### config.mk
export PLATFORM = sky130hd
export DESIGN_NAME = serial_rf_tx
export DESIGN_NICKNAME = d
export VERILOG_FILES = /design/src/rtl/serial_rf_pkg.sv /design/src/rtl/serial_rf_tx_baud_tick_gen.sv /design/src/rtl/serial_rf_tx.sv
export SDC_FILE = /design/constraint.sdc
export NUM_CORES = 1
export LEC_CHECK = 0
export ABC_AREA = 1
export BUFFER_PORTS_ARGS = -buffer_cell sky130_fd_sc_hd__buf_2
export CAP_MARGIN = 15
export CORE_AREA = 4 4 71 79
export CTS_CLUSTER_SIZE = 8
export DETAILED_ROUTE_END_ITERATION = 8
export DIE_AREA = 0 0 75 83
export PLACE_DENSITY = 0.9
export SLEW_MARGIN = 20
export SYNTH_ARGS = -nofsm -noshare
export SYNTH_HDL_FRONTEND = slang
export SYNTH_SLANG_ARGS = --single-unit
### constraint.sdc
create_clock -name Clk -period 1.7 [get_ports Clk]
set_input_delay 0.255 -clock Clk [delete_from_list [all_inputs] [get_ports Clk]]
set_output_delay 0.255 -clock Clk [all_outputs]
set_load 0.1 [all_outputs]
### src/rtl/serial_rf_pkg.sv
// Shared definitions for the serial RF transmitter: FSM states, data width,
// default bit period and the preamble pattern.
package serial_rf_pkg;

    localparam int          DATA_W            = 8;
    localparam int unsigned DEFAULT_BIT_TICKS = 32'd3571428;

    // Preamble bits are sent LSB first, so bit 0 (=1) goes out first and the
    // pattern alternates 1,0,1,0,... for up to eight bits.
    localparam logic [7:0]  PREAMBLE_PATTERN  = 8'h55;

    typedef enum logic [2:0] {
        IDLE     = 3'd0,
        PREAMBLE = 3'd1,
        START    = 3'd2,
        DATA     = 3'd3,
        PARITY   = 3'd4,
        STOP     = 3'd5
    } state_t;

    // Even parity over one data byte.
    function automatic logic evenParity(input logic [DATA_W-1:0] value);
        return ^value;
    endfunction

endpackage

### src/rtl/serial_rf_tx_baud_tick_gen.sv
// Bit-period timer: counts 0..BIT_TICKS-1 and flags the last cycle of each
// bit period. Clear realigns the period to the start of a new frame.
module baud_tick_gen #(
    parameter int unsigned BIT_TICKS = 32'd3571428
) (
    input  logic Clk,
    input  logic Rst,
    input  logic Clear,
    output logic Tick
);

    localparam logic [31:0] LAST_COUNT = 32'(BIT_TICKS - 32'd1);

    logic [31:0] count_q;

    // Free-running period counter, restarted by reset or a frame start.
    always_ff @(posedge Clk) begin
        if (Rst || Clear) begin
            count_q <= 32'd0;
        end else if (count_q == LAST_COUNT) begin
            count_q <= 32'd0;
        end else begin
            count_q <= count_q + 32'd1;
        end
    end

    assign Tick = (count_q == LAST_COUNT);

endmodule

### src/rtl/serial_rf_tx.sv
// Framed serial transmitter for an RF link: preamble, start bit, eight data
// bits LSB first, even parity and a stop bit, each held for BIT_TICKS cycles.
module serial_rf_tx
    import serial_rf_pkg::*;
#(
    parameter int unsigned BIT_TICKS     = DEFAULT_BIT_TICKS,
    parameter int          PREAMBLE_BITS = 4
) (
    input  logic              Clk,
    input  logic              Rst,
    input  logic [DATA_W-1:0] Data,
    input  logic              Valid,
    output logic              Ready,
    output logic              SB,
    output logic              Busy,
    output logic              Done
);

    localparam logic [2:0] LAST_PREAMBLE = 3'(PREAMBLE_BITS - 1);
    localparam logic [2:0] LAST_DATA     = 3'(DATA_W - 1);

    state_t            state_q;
    logic [DATA_W-1:0] data_q;
    logic [2:0]        bitIdx_q;
    logic              sb_q;
    logic              tick;
    logic              accept;

    // A byte is taken only from IDLE and never while reset is asserted.
    assign accept = (state_q == IDLE) && Valid && !Rst;

    baud_tick_gen #(
        .BIT_TICKS(BIT_TICKS)
    ) u_tick (
        .Clk  (Clk),
        .Rst  (Rst),
        .Clear(accept),
        .Tick (tick)
    );

    // Frame sequencer: steps through the frame fields on bit-period boundaries
    // and registers the serial bit for the field being entered.
    always_ff @(posedge Clk) begin
        if (Rst) begin
            state_q  <= IDLE;
            data_q   <= '0;
            bitIdx_q <= 3'd0;
            sb_q     <= 1'b1;
        end else begin
            case (state_q)
                IDLE: begin
                    sb_q <= 1'b1;
                    if (Valid) begin
                        data_q   <= Data;
                        bitIdx_q <= 3'd0;
                        sb_q     <= PREAMBLE_PATTERN[0];
                        state_q  <= PREAMBLE;
                    end
                end
                PREAMBLE: begin
                    if (tick) begin
                        if (bitIdx_q == LAST_PREAMBLE) begin
                            bitIdx_q <= 3'd0;
                            sb_q     <= 1'b0;
                            state_q  <= START;
                        end else begin
                            bitIdx_q <= bitIdx_q + 3'd1;
                            sb_q     <= PREAMBLE_PATTERN[bitIdx_q + 3'd1];
                        end
                    end
                end
                START: begin
                    if (tick) begin
                        bitIdx_q <= 3'd0;
                        sb_q     <= data_q[0];
                        state_q  <= DATA;
                    end
                end
                DATA: begin
                    if (tick) begin
                        if (bitIdx_q == LAST_DATA) begin
                            bitIdx_q <= 3'd0;
                            sb_q     <= evenParity(data_q);
                            state_q  <= PARITY;
                        end else begin
                            bitIdx_q <= bitIdx_q + 3'd1;
                            sb_q     <= data_q[bitIdx_q + 3'd1];
                        end
                    end
                end
                PARITY: begin
                    if (tick) begin
                        sb_q    <= 1'b1;
                        state_q <= STOP;
                    end
                end
                STOP: begin
                    if (tick) begin
                        sb_q    <= 1'b1;
                        state_q <= IDLE;
                    end
                end
                default: begin
                    bitIdx_q <= 3'd0;
                    sb_q     <= 1'b1;
                    state_q  <= IDLE;
                end
            endcase
        end
    end

    assign SB    = sb_q;
    assign Ready = (state_q == IDLE);
    assign Busy  = (state_q != IDLE);
    assign Done  = (state_q == STOP) && tick;

endmodule

==> flow_summary.yaml <==
clocking:
  cts_hold_buf: 0
  clkSlewWorstSetupHoldPaths_ps: 90
  cts-buffers-inserted: 5
  cts_tree: "done"
  clock_sinks: 47
  cts_root_buf: "clkbuf_8"
  cts_max_level: 2
  cts_buffer_depth: 2
  insertion_delay_ps: 300
floorplan:
  die_w_microns: 75
  row_count: 27
  initial_core_util_pct: 58.3
  io_pins: 15
  dieHeight_microns: 83
  die_area_sq_um: 6230
  core_area_sq_um: 4900
drt:
  detail_route.wl_per_cell_microns: 12.8
  vias: 2827
  drc_errors: 0
  first_pass_iters: 4
  routed_wl_microns: 6770
  via_per_inst: 5.34
  drtAntennaViolNets: 0
  drtIter0Drc: 232
cells_and_area:
  diodes: 0
  multi_input_area_sq_um: 1850
  layoutNonFillerInstCount: 529
  seq_area_sq_um: 960
  syn2layout_area_growth_pct: 21.8
  layout-drive-gt1-share_pct: 26.5
  fillers: 369
  num-nets-final: 486
worst_hold_path:
  hp-start: "Data[7]"
  min_path_type: "in -> reg"
  hold-path-endpoint: "data_q[7]"
  min_path_cells: 3
worst_setup_path:
  crit_path_max_incr_delay_ps: 400
  start_kind: "flip-flop"
  cp_slowest_cell: "dfxtp_1"
  cp_num_buf_inv: 1
  crit_family: "simple AND/OR/NAND/NOR gates"
  critical_path_class: "reg -> out"
  reg2reg_depth: 8
  r2r_slack_ps: 110
  crit_chain: "nand2_1 > nor2_4 > nand4_2 > nor2_2 > nand2_4 > nor3_4 > buf_12"
  cp.required_ps: 1440
  cp.arrival_ps: 1630
  r2r-end: "u_tick.count_q[16]"
  crit_fanout: 3
  cp.depth: 7
  r2r_start: "u_tick.count_q[0]"
  endpoint_kind: "primary output"
logic_synthesis:
  seq_area_frac_synth_pct: 32.9
  synth.avg_cell_area_sq_um: 6.65
  synthesis.area_sq_um: 2860
  synth_nets: 446
  synth_cell_types: 36
  synth_cells: 430
  ys_warn_count: 0
  synth_seq_cells: 47
place:
  gp_congestion: 0.943
  portBuffers: 14
  hpwl_microns: 5330
  pre_cts_ws_ps: 35.0
  dp.cells: 517
timing:
  min_period_ps: 1890
  hold_violations: 0
  max_freq_mhz: 529
  rsz0062_at_grt: "true"
  slew_headroom_pct: 67.8
  finalMaxSlewViolations: 0
  skew_ps: 5.80
  worst_pin_slew_ps: 486
  tns_ps: -189
  period_share_pct: 111
  setup_viol: 1
  fin_hold_ws_ps: 219
  finalWorstSetupSlack_ps: -189
global_routing:
  grt_pass1_vias: 2797
  grt_max_degree: 17
  grt-ovfl-total: 0
  grt_pass1_wl_microns: 11700
  antenna_found_initial: 0
  grt.total_usage_pct: 23.3
power_and_ir_drop:
  peakVddDrop_mv: 1.86
  p_per_area_nw_per_um2: 1310
  power_frac_clock_pct: 14.4
  power.internal_mw: 2.40
  swShare_pct: 47.5
  p_switching_mw: 2.17
  pwr-share-seq_pct: 31.5
  total_power_mw: 4.57
  leakagePower_nw: 1.33
  combinationalPowerShare_pct: 54.0
job:
  cap_violations: 0
status:
  violations: "setup timing"
  status: "complete, but fails checks"
==> cells in the final DEF (no fill, tap or decap), types with 3 or more instances in the layout <==
master and instances:
nor3_1 11, buf_12 4, nand2_1 122, dfxtp_2 3
nor3b_2 3, nor3_4 3, buf_2 12, nand3_1 23
ha_1 4, nor2_1 51, buf_4 23, nand2_4 5
xor2_1 5, nor3_2 4, nand4_1 9, o21ai_0 12
a21oi_2 22, nor2_4 6, a21oi_1 8, clkbuf_8 5
inv_1 45, nand2_2 5, xnor2_1 3, dfxtp_4 4
nor2_2 5, dfxtp_1 40, nand3_4 3, inv_2 7
==> state kept, by name (all words and copies together), names as in the netlist <==
register / cells
bitIdx_q: 3
u_tick.count_q: 32
state_q: 3
SB: 1
data_q: 8
==> cell families after synthesis <==
kind of cell / after synthesis / share of synthesized area, %
AND/OR/NAND/NOR: 261 / 44.8
buffers and inverters: 59 / 8.23
AO/OA/AOI/OAI: 50 / 9.37
flip-flops: 47 / 32.9
XOR/XNOR: 8 / 2.45
adder cells (fa/ha/maj): 5 / 2.19
==> worst max-delay path by stage <==
stage | start | to | slack (ps)
after CTS | u_tick.count_q[0] | Done | -200
after floorplan | u_tick.count_q[1] | Done | -350
final | u_tick.count_q[10] | Done | -190
after global placement | u_tick.count_q[1] | Done | 40
after detailed placement | u_tick.count_q[1] | Done | 40
after global routing | u_tick.count_q[10] | Done | -280
==> area by class of cell <==
cell class	count	area share, %
Inverter	53	5.82
Sequential cell	47	27.6
Clock buffer	7	2.19
Multi-Input combinational cell	324	53.2
Clock inverter	1	0.144
Tap cell	58	2.08
Timing Repair Buffer	39	8.98
==> per-stage QoR <==
step / instance area, sq um / util, %
after detailed placement: 3350 / 68.3
after global routing: 3480 / 71.1
after CTS: 3440 / 70.2
after global placement: 3350 / 68.3
after floorplan: 3050 / -
final: 3480 / 71.1
==> Yosys cell counts <==
cell type	instances	area [sq um]
a21oi_1	31	155
nor3_1	13	65.1
o211ai_1	1	7.51
o31ai_1	1	7.51
nor3b_1	1	7.51
nor2b_2	1	8.76
nand3_1	23	115
dfxtp_1	47	941
nand2_2	6	37.5
nor4_1	1	6.26
and3_1	1	6.26
nand2_1	123	462
nand3_4	2	35.0
or2_2	1	6.26
nor2_2	5	31.3
xnor2_1	3	26.3
o22ai_2	1	12.5
nand4_2	1	12.5
nor3_4	2	32.5
o21ai_0	14	70.1
nand4_1	9	56.3
inv_2	5	18.8
ha_1	5	62.6
o21a_1	2	15.0
nor2_1	53	199
nor3b_2	3	37.5
nand2_4	4	45.0
buf_4	3	22.5
nor3_2	3	30.0
inv_1	48	180
clkbuf_1	1	3.75
or2_0	2	12.5
nor2_4	4	45.0
xor2_1	5	43.8
nand3_2	3	30.0
buf_2	2	10.0
==> metal layers <==
metal / vias up / global-route usage, % / share of wire, %
met3: 17 / 3.87 / 5.3
met4: 0 / 8.58 / 2.4
met1: 1283 / 26.4 / 39
li1: 1451 / - / -
met2: 76 / 42.0 / 53
met5: - / 0 / 0
==> power groups by stage <==
stage	sequential (mW)	combinational, mW	clock (mW)
after floorplan	1.52	1.88	0
after global placement	1.45	2.37	0
after detailed placement	1.46	2.45	0
after CTS	1.44	2.47	0.672
after global routing	1.47	2.75	0.721
final	1.44	2.47	0.659
==> worst register-to-register path, delay by kind of cell (launching register included) <==
family        cells  cell delay (ps)
simple gates      5              720
fa+ha+maj         1              130
flops             1              370
xor+xnor          1              150
buf+inv           1              110
==> what timing repair did <==
item,4_1_cts,5_1_grt
setup buffers,1,3
cloned,0,0
setup endpoints to repair,1,5
resized for setup,1,5
pin swaps,5,5
Note: power is estimated with default switching activity, not from simulation.
